--- config.mk ---
export PLATFORM = sky130hd
export DESIGN_NAME = fetch_ctrl
export DESIGN_NICKNAME = d
export VERILOG_FILES = /design/src/rtl/fetch_ctrl.sv
export SDC_FILE = /design/constraint.sdc
export NUM_CORES = 1
export LEC_CHECK = 0
export ABC_CLOCK_PERIOD_IN_PS = 2300
export CORE_ASPECT_RATIO = 0.9
export CORE_MARGIN = 2
export CORE_UTILIZATION = 47
export CTS_CLUSTER_SIZE = 8
export DETAILED_ROUTE_END_ITERATION = 10
export PLACE_DENSITY = 0.92
export SLEW_MARGIN = 10
export SYNTH_ARGS = -nofsm -noshare
export SYNTH_HDL_FRONTEND = slang
export SYNTH_SLANG_ARGS = --single-unit
--- constraint.sdc ---
create_clock -name clk -period 2.3 [get_ports clk]
set_input_delay 0.46 -clock clk [delete_from_list [all_inputs] [get_ports clk]]
set_output_delay 0.46 -clock clk [all_outputs]
set_load 0.02 [all_outputs]
--- src/rtl/fetch_ctrl.sv ---
// Fetch-stage sequencer: drives the PC register controls, the instruction-memory
// req/ack port and the IF/ID registers, with redirect, stall and skid handling.
module fetch_ctrl #(
  parameter int AW     = 32,
  parameter int IW     = 32,
  parameter int NSTALL = 4
) (
  input  logic              clk,
  input  logic              rst,
  input  logic [AW-1:0]     pc_value,
  output logic              pc_stall,
  output logic              pc_branch_true,
  output logic [AW-1:0]     pc_new_addr,
  input  logic              redirect_valid,
  input  logic [AW-1:0]     redirect_addr,
  input  logic [NSTALL-1:0] stall_req,
  output logic              imem_req,
  output logic [AW-1:0]     imem_addr,
  input  logic              imem_ack,
  input  logic [IW-1:0]     imem_rdata,
  output logic              if_valid,
  output logic [IW-1:0]     if_inst,
  output logic [AW-1:0]     if_pc,
  output logic              flush
);

  typedef enum logic [1:0] {
    S_IDLE    = 2'd0,
    S_REQ     = 2'd1,
    S_DISCARD = 2'd2,
    S_HOLD    = 2'd3
  } state_t;

  state_t        r_state;
  state_t        w_state_nxt;
  logic          r_imem_req;
  logic          w_imem_req_nxt;
  logic [AW-1:0] r_imem_addr;
  logic [AW-1:0] w_imem_addr_nxt;
  logic [IW-1:0] r_skid_inst;
  logic [IW-1:0] w_skid_inst_nxt;
  logic [AW-1:0] r_skid_pc;
  logic [AW-1:0] w_skid_pc_nxt;
  logic          r_if_valid;
  logic          w_if_valid_nxt;
  logic [IW-1:0] r_if_inst;
  logic [IW-1:0] w_if_inst_nxt;
  logic [AW-1:0] r_if_pc;
  logic [AW-1:0] w_if_pc_nxt;
  logic          w_deliver;
  logic [IW-1:0] w_del_inst;
  logic [AW-1:0] w_del_pc;
  logic          w_stall_any;
  logic          w_accept;

  assign w_stall_any = |stall_req;
  assign w_accept    = (r_state == S_REQ) && imem_ack;

  // PC controls are combinational; reset forces a held PC and no redirect.
  assign pc_stall       = rst ? !(redirect_valid || w_accept) : 1'b1;
  assign pc_branch_true = rst & redirect_valid;
  assign flush          = rst & redirect_valid;
  assign pc_new_addr    = rst ? redirect_addr : {AW{1'b0}};

  assign imem_req  = r_imem_req;
  assign imem_addr = r_imem_addr;
  assign if_valid  = r_if_valid;
  assign if_inst   = r_if_inst;
  assign if_pc     = r_if_pc;

  // Fetch FSM: next state, request/address, skid buffer and the instruction to deliver.
  always_comb begin
    w_state_nxt     = r_state;
    w_imem_req_nxt  = r_imem_req;
    w_imem_addr_nxt = r_imem_addr;
    w_skid_inst_nxt = r_skid_inst;
    w_skid_pc_nxt   = r_skid_pc;
    w_deliver       = 1'b0;
    w_del_inst      = r_skid_inst;
    w_del_pc        = r_skid_pc;
    case (r_state)
      S_IDLE: begin
        if (!redirect_valid && !w_stall_any) begin
          w_imem_req_nxt  = 1'b1;
          w_imem_addr_nxt = pc_value;
          w_state_nxt     = S_REQ;
        end else begin
          w_state_nxt = S_IDLE;
        end
      end
      S_REQ: begin
        if (imem_ack) begin
          if (redirect_valid) begin
            w_imem_req_nxt = 1'b0;
            w_state_nxt    = S_IDLE;
          end else if (w_stall_any) begin
            w_skid_inst_nxt = imem_rdata;
            w_skid_pc_nxt   = r_imem_addr;
            w_imem_req_nxt  = 1'b0;
            w_state_nxt     = S_HOLD;
          end else begin
            // PC equals imem_addr while a request is outstanding, so pc+1 is the next word.
            w_deliver       = 1'b1;
            w_del_inst      = imem_rdata;
            w_del_pc        = r_imem_addr;
            w_imem_addr_nxt = pc_value + {{(AW-1){1'b0}}, 1'b1};
            w_state_nxt     = S_REQ;
          end
        end else if (redirect_valid) begin
          w_state_nxt = S_DISCARD;
        end else begin
          w_state_nxt = S_REQ;
        end
      end
      S_DISCARD: begin
        if (imem_ack) begin
          w_imem_req_nxt = 1'b0;
          w_state_nxt    = S_IDLE;
        end else begin
          w_state_nxt = S_DISCARD;
        end
      end
      S_HOLD: begin
        if (redirect_valid) begin
          w_skid_inst_nxt = {IW{1'b0}};
          w_skid_pc_nxt   = {AW{1'b0}};
          w_state_nxt     = S_IDLE;
        end else if (!w_stall_any) begin
          w_deliver       = 1'b1;
          w_skid_inst_nxt = {IW{1'b0}};
          w_skid_pc_nxt   = {AW{1'b0}};
          w_state_nxt     = S_IDLE;
        end else begin
          w_state_nxt = S_HOLD;
        end
      end
      default: begin
        w_imem_req_nxt = 1'b0;
        w_state_nxt    = S_IDLE;
      end
    endcase
  end

  // IF/ID update: redirect kills, stall freezes, otherwise load the delivered word or a bubble.
  always_comb begin
    w_if_valid_nxt = r_if_valid;
    w_if_inst_nxt  = r_if_inst;
    w_if_pc_nxt    = r_if_pc;
    if (redirect_valid) begin
      w_if_valid_nxt = 1'b0;
    end else if (!w_stall_any) begin
      w_if_valid_nxt = w_deliver;
      if (w_deliver) begin
        w_if_inst_nxt = w_del_inst;
        w_if_pc_nxt   = w_del_pc;
      end else begin
        w_if_inst_nxt = r_if_inst;
        w_if_pc_nxt   = r_if_pc;
      end
    end else begin
      w_if_valid_nxt = r_if_valid;
    end
  end

  // State, request, skid and IF/ID registers.
  always_ff @(posedge clk or negedge rst) begin
    if (!rst) begin
      r_state     <= S_IDLE;
      r_imem_req  <= 1'b0;
      r_imem_addr <= {AW{1'b0}};
      r_skid_inst <= {IW{1'b0}};
      r_skid_pc   <= {AW{1'b0}};
      r_if_valid  <= 1'b0;
      r_if_inst   <= {IW{1'b0}};
      r_if_pc     <= {AW{1'b0}};
    end else begin
      r_state     <= w_state_nxt;
      r_imem_req  <= w_imem_req_nxt;
      r_imem_addr <= w_imem_addr_nxt;
      r_skid_inst <= w_skid_inst_nxt;
      r_skid_pc   <= w_skid_pc_nxt;
      r_if_valid  <= w_if_valid_nxt;
      r_if_inst   <= w_if_inst_nxt;
      r_if_pc     <= w_if_pc_nxt;
    end
  end

endmodule

==> results of run 1 <==
-- metal layers --
layer  part of all wire, %  GRT usage [%]  up-vias
met2                    47           41.7      367
met3                   9.7           7.29       36
met5                     0              0        -
li1                      -              -     3179
met1                    41           34.4     3353
met4                   2.3           8.82        0
-- cell usage after synthesis, types with 2 or more instances --
cell type  number
a211oi_1        2
a21oi_1        34
a22o_1         32
a31oi_1        65
a32o_1         10
a32o_2         22
and2_1         36
and3_1          6
buf_2          20
buf_6           6
clkbuf_1       28
dfrtp_1       164
ha_1            7
inv_1           5
nand2_1       137
nand2b_1        2
nand3_1        17
nand4_1        12
nor2_1        110
nor3_1          5
nor4_1          2
xnor2_1         9
xor2_1         21
-- repair_timing --
action | in CTS | in global routing
endpoints found under the hold margin | 7 | 0
setup endpoints to repair | 1 | 0
gates resized for setup | 1 | 0
setup buffers | 0 | 0
hold buffers | 1 | 0
-- cell families after synthesis --
family | share of synthesized area [%]
buf+inv | 4.00
flops | 54.2
mux | 0.281
xor+xnor | 3.47
compound gates | 17.1
simple gates | 19.7
fa+ha+maj | 1.16
-- power by group through the flow --
stage | Combinational, mW | Clock [mW] | Sequential (mW)
finish | 1.96 | 2.64 | 3.83
global route | 2.12 | 2.80 | 3.90
CTS | 1.98 | 2.69 | 3.82
detailed placement | 1.96 | 0 | 3.85
global placement | 1.90 | 0 | 3.83
floorplan | 0.763 | 0 | 4.01
-- final cells by class --
type	instances	share of cell area (%)
Clock buffer	19	4.18
Sequential cell	164	37.9
Clock inverter	13	0.912
Inverter	5	0.173
Timing Repair Buffer	270	25.1
Multi-Input combinational cell	547	29.4
Tap cell	202	2.33
-- per-stage QoR --
| step | cells | TNS [ps] |
|---|---|---|
| 3_3_place_gp | 1187 | -76.4 |
| 3_5_place_dp | 1187 | -3730 |
| 6_report | 1220 | 0 |
| 2_1_floorplan | 772 | 0 |
| 4_1_cts | 1220 | 0 |
| 5_1_grt | 1220 | 0 |
-- worst max-delay path, cell delays in order --
cell and delay (ps):
clkdlybuf4s50_1 580, and2_1 170, clkdlybuf4s50_1 600
-- registers in the layout, summed over array words and instances (netlist names) --
register / flops
if_valid: 1
imem_addr: 32
if_inst: 32
if_pc: 32
r_state: 2
r_skid_pc: 32
r_skid_inst: 32
imem_req: 1
-- worst min path at each step --
stage                     slack, ps                           to  startpoint  depth (start not counted)
after floorplan                 160       if_inst[0]$_DFFE_PN0P_         rst                          0
after global placement          360       if_inst[0]$_DFFE_PN0P_         rst                          1
after detailed placement        360       if_inst[0]$_DFFE_PN0P_         rst                          1
after CTS                       180  r_skid_inst[18]$_DFFE_PN0P_         rst                          2
after global routing            190   r_skid_inst[1]$_DFFE_PN0P_         rst                          2
final                           180    imem_addr[29]$_DFFE_PN0P_         rst                          2
==> reports/qor.csv, run 1 <==
stage;metric;value;unit
power_and_ir_drop;clock power share;31.3;%
power_and_ir_drop;sw power;2.54;mW
final_layout;Synth-to-Final Area Change;43.1;%
setup_path;critical path type;in -> out;
grt;Tot GR Track Use;26.2;%
sta;FMAX;442;MHz
final_layout;post-layout instance area;0.0108;mm²
synthesis;mean post-synth cell area;9.81;µm²
setup_path;Reg2Reg Capture Point;imem_addr[28]$_DFFE_PN0P_;
final_layout;most frequent cells in the layout;clkdlybuf4s50_1 (234), dfrtp_1 (164), nand2_1 (136), nor2_1 (109), a31oi_1 (65);
clocking;H-tree depth;4;
die;area of the core;0.0156;mm²
die;DIE HEIGHT;124;µm
clocking;clock sink count;164;
synthesis;post-synthesis register bit count;164;
clocking;CTS buffer count;17;
power_and_ir_drop;sequential power share;45.4;%
placement;gpl congestion;0.882;
die;die area;0.0171;mm²
sta;Final Max Tran Viols;0;
synthesis;Post-synth EDFFs;0;
final_layout;Antenna Cells;0;
synthesis;synth warn;0;
power_and_ir_drop;Max IR drop VDD;0.584;mV
sta;Min Hold Slack;175;ps
routing;Vias;6935;
synthesis;cell type with the highest aggregate area in the netlist;dfrtp_1;
placement;Buffers on Ports;236;
grt;initial antenna violation count;0;
die;Rows;43;
setup_path;WP data arrival;1800;ps
sta;setup slack after layout;39.6;ps
setup_path;CP required;1840;ps
hold_path;Min-Delay Path Class;in -> async;
setup_path;largest fanout on the critical path;1;
power_and_ir_drop;power density cells;779;mW/mm²
clocking;Clock Latency Late Sink;430;ps
grt;largest net degree at the start of global routing;97;
routing;Total Wirelength;22300;µm
setup_path;CP endpoint;pc_new_addr[19];
setup_path;reg2reg path depth;9;
sta;Clock Skew;11.0;ps
grt;first-pass GRT wire length;34900;µm
run;# Max-Cap Violations;0;
final_layout;nets;1116;
die;Die W;138;µm
setup_path;flop2flop setup slack;180;ps
final_layout;post-layout util;69.4;%
sta;final worst path period share;98.3;%
routing;Initial DRT Pass Iterations;5;
sta;RSZ-0062 raised after global routing;no;
power_and_ir_drop;Switching Share;30.1;%
final_layout;area occupied by multi-input gates;0.00319;mm²
final_layout;sequential cell area;0.00410;mm²
synthesis;synthesized instance count;772;
placement;HPWL Detailed;15400;µm
die;Initial Util;48.5;%
sta;Rel. slew slack;63.3;%
routing;DRC viols;0;
power_and_ir_drop;P_int;5.90;mW
routing;DRT iter0 DRCs;593;
routing;drt via density;5.68;
final_layout;most common cell after layout, fill and taps aside;clkdlybuf4s50_1;
sta;Slew @ Worst Pin;551;ps
sta;post-layout min period;2260;ps
final_layout;FILL cells;1154;
grt;gr ovfl total;0;
clocking;CTS tree;yes;
routing;routed len/inst;18.3;µm
synthesis;post-synthesis sequential area ratio;54.2;%
synthesis;top_reg_cell synth;dfrtp_1;
synthesis;top post-synthesis cells by area;dfrtp_1 (54%), nand2_1 (6.8%), nor2_1 (5.5%);
clocking;CTS clk-pin slew, worst paths;70;ps
status;outcome;complete, no violations;
setup_path;Worst setup EP type;primary output;
clocking;CTS max path bufs;2;
setup_path;crit path from;redirect_addr[19];
synthesis;post-synth top area share;54.2;%
power_and_ir_drop;Combinational Power Share;23.2;%
clocking;clk root buf;clkbuf_16;
power_and_ir_drop;Leak;4.64;nW
placement;post-place instance area;0.0103;mm²
routing;Final ANT Viol Nets;0;
setup_path;CP startpoint kind;input port;
synthesis;Net Count, Synth;883;
setup_path;RR Startpoint;r_state[1]$_DFF_PN0_;
die;io pins;237;
placement;Place WS;-98.6;ps
synthesis;Mapped Area;0.00757;mm²
grt;vias in the first global route;6708;
sta;Hold Vio Cnt, Final;0;
final_layout;share of layout cells above drive strength 1;10.0;%
power_and_ir_drop;total power draw;8.44;mW
sta;Final Setup Violations;0;
synthesis;asr flop ratio synth;100;%
synthesis;library cells used by synthesis;43;
Power figures use the tool's default switching activity.
==> run 2: changes to the inputs <==
- CORE_MARGIN: 2 -> 10
- CORE_UTILIZATION: 47 -> 48
- CTS_BUF_LIST: unset -> sky130_fd_sc_hd__clkbuf_8
- MAX_ROUTING_LAYER: unset -> met4
- PLACE_DENSITY: 0.92 -> 0.93
==> reports/qor.csv, run 2 (synthesized netlist as in run 1, its figures left out) <==
stage;metric;value;unit;change
status;outcome;complete, no violations;;unchanged
final_layout;Synth-to-Final Area Change;43.1;%;about the same
die;Die W;152;µm;was 138 µm
die;Initial Util;49.0;%;was 48.5%
routing;routed len/inst;20.2;µm;was 18.3 µm
grt;first-pass GRT wire length;39500;µm;was 34900 µm
power_and_ir_drop;clock power share;28.0;%;was 31.3%
setup_path;Worst setup EP type;primary output;;unchanged
grt;initial antenna violation count;2;;was 0
sta;Clock Skew;11.3;ps;was 11.0 ps
grt;gr ovfl total;0;;unchanged
grt;Tot GR Track Use;23.5;%;was 26.2%
routing;Vias;7019;;was 6935
power_and_ir_drop;P_int;5.56;mW;was 5.90 mW
die;io pins;237;;unchanged
power_and_ir_drop;total power draw;8.08;mW;was 8.44 mW
routing;DRC viols;0;;unchanged
routing;Initial DRT Pass Iterations;5;;unchanged
setup_path;Reg2Reg Capture Point;imem_addr[25]$_DFFE_PN0P_;;was imem_addr[28]$_DFFE_PN0P_
final_layout;most frequent cells in the layout;clkdlybuf4s50_1 (234), dfrtp_1 (164), nand2_1 (136), nor2_1 (109), a31oi_1 (65);;unchanged
clocking;H-tree depth;4;;unchanged
final_layout;sequential cell area;0.00410;mm²;unchanged
power_and_ir_drop;power density cells;746;mW/mm²;was 779 mW/mm²
power_and_ir_drop;Leak;4.65;nW;was 4.64 nW
clocking;clock sink count;164;;unchanged
routing;Final ANT Viol Nets;0;;unchanged
clocking;CTS buffer count;17;;unchanged
final_layout;share of layout cells above drive strength 1;11.0;%;was 10.0%
die;Rows;43;;unchanged
routing;drt via density;5.71;;was 5.68
setup_path;critical path type;in -> out;;unchanged
setup_path;reg2reg path depth;10;;was 9
final_layout;most common cell after layout, fill and taps aside;clkdlybuf4s50_1;;unchanged
sta;Slew @ Worst Pin;701;ps;was 551 ps
power_and_ir_drop;Switching Share;31.3;%;was 30.1%
die;die area;0.0212;mm²;was 0.0171 mm²
power_and_ir_drop;Max IR drop VDD;0.688;mV;was 0.584 mV
sta;final worst path period share;97.4;%;was 98.3%
setup_path;largest fanout on the critical path;4;;was 1
sta;RSZ-0062 raised after global routing;no;;unchanged
power_and_ir_drop;sequential power share;47.4;%;was 45.4%
clocking;CTS clk-pin slew, worst paths;90;ps;was 70 ps
setup_path;RR Startpoint;r_state[1]$_DFF_PN0_;;unchanged
clocking;Clock Latency Late Sink;450;ps;was 430 ps
sta;FMAX;447;MHz;was 442 MHz
sta;post-layout min period;2240;ps;was 2260 ps
setup_path;flop2flop setup slack;130;ps;was 180 ps
power_and_ir_drop;sw power;2.53;mW;was 2.54 mW
sta;Final Max Tran Viols;0;;unchanged
sta;Final Setup Violations;0;;unchanged
final_layout;FILL cells;1075;;was 1154
hold_path;Min-Delay Path Class;in -> async;;unchanged
grt;vias in the first global route;7072;;was 6708
routing;DRT iter0 DRCs;511;;was 593
placement;HPWL Detailed;17800;µm;was 15400 µm
setup_path;WP data arrival;1780;ps;was 1800 ps
sta;Min Hold Slack;192;ps;was 175 ps
final_layout;area occupied by multi-input gates;0.00320;mm²;was 0.00319 mm²
grt;largest net degree at the start of global routing;76;;was 97
final_layout;nets;1125;;was 1116
placement;gpl congestion;0.886;;was 0.882
power_and_ir_drop;Combinational Power Share;24.6;%;was 23.2%
setup_path;CP required;1840;ps;about the same
run;# Max-Cap Violations;0;;unchanged
setup_path;CP startpoint kind;input port;;unchanged
clocking;CTS max path bufs;2;;unchanged
die;DIE HEIGHT;139;µm;was 124 µm
sta;Rel. slew slack;53.3;%;was 63.3%
routing;Total Wirelength;24800;µm;was 22300 µm
placement;Buffers on Ports;236;;unchanged
sta;Hold Vio Cnt, Final;0;;unchanged
clocking;CTS tree;yes;;unchanged
die;area of the core;0.0154;mm²;was 0.0156 mm²
clocking;clk root buf;clkbuf_8;;was clkbuf_16
[run 2: changes by cell type in the layout (fill, tap and decap cells not counted), sizes merged]
cell,previous run,this run
buf,34,43
dlygate4sd2,1,0
inv,9,13
clkinvlp,3,2
diode,0,1
clkbuf,19,18
clkinv,6,2
bufinv,0,3
[run 2: worst max path at each step]
stage                           endpoint                 start  slack, ps
3_5_place_dp     if_inst[10]$_DFFE_PN0P_              imem_ack        -70
6_report                           flush        redirect_valid         60
4_1_cts        imem_addr[13]$_DFFE_PN0P_  r_state[1]$_DFF_PN0_         30
3_3_place_gp      if_inst[1]$_DFFE_PN0P_              imem_ack         10
5_1_grt        imem_addr[13]$_DFFE_PN0P_  r_state[1]$_DFF_PN0_       0.02
2_1_floorplan                   pc_stall  r_state[1]$_DFF_PN0_        150
[run 2: routing by layer]
layer  GRT usage, %  vias up  part of all wire [%]
met1           28.1     3431                    41
met3           7.72       32                   9.6
met2           37.5      362                    48
met5              -        -                     0
li1               -     3194                     -
met4           6.03        0                   1.4
[run 2: timing repair]
item,in CTS,in global routing
setup buffers,0,0
setup endpoints to repair,1,5
hold buffers,1,0
gates cloned,0,0
endpoints found under the hold margin,1,0
gates resized for setup,1,5
pin swaps,0,1
[run 2: critical path: stages]
cell and delay (ps):
clkdlybuf4s50_1 510, and2_1 170, clkdlybuf4s50_1 630
[run 2: layout make-up]
type	count	area share [%]
Multi-Input combinational cell	547	29.5
Sequential cell	164	37.9
Inverter	5	0.173
Timing Repair Buffer	279	26.1
Antenna cell	1	0.0231
Tap cell	202	2.33
Clock buffer	17	2.16
Clock inverter	15	1.80
[run 2: metrics by stage]
| step | std cells | area, µm² | setup slack, ps | TNS [ps] | utilization, % |
|---|---|---|---|---|---|
| 2_1_floorplan | 772 | 7570 | 152 | 0 | - |
| 3_3_place_gp | 1196 | 10400 | 12.6 | 0 | 67.2 |
| 3_5_place_dp | 1196 | 10400 | -73.8 | -480 | 67.2 |
| 4_1_cts | 1229 | 10800 | 33.2 | 0 | 70.1 |
| 5_1_grt | 1230 | 10800 | 0.0184 | 0 | 70.1 |
| 6_report | 1230 | 10800 | 60.4 | 0 | 70.1 |
[run 2: power groups by stage]
stage / registers [mW] / logic [mW] / clock network (mW)
6_report: 3.83 / 1.99 / 2.26
3_5_place_dp: 3.85 / 2.00 / 0
2_1_floorplan: 4.01 / 0.763 / 0
4_1_cts: 3.82 / 2.01 / 2.29
5_1_grt: 3.89 / 2.15 / 2.41
3_3_place_gp: 3.83 / 1.90 / 0
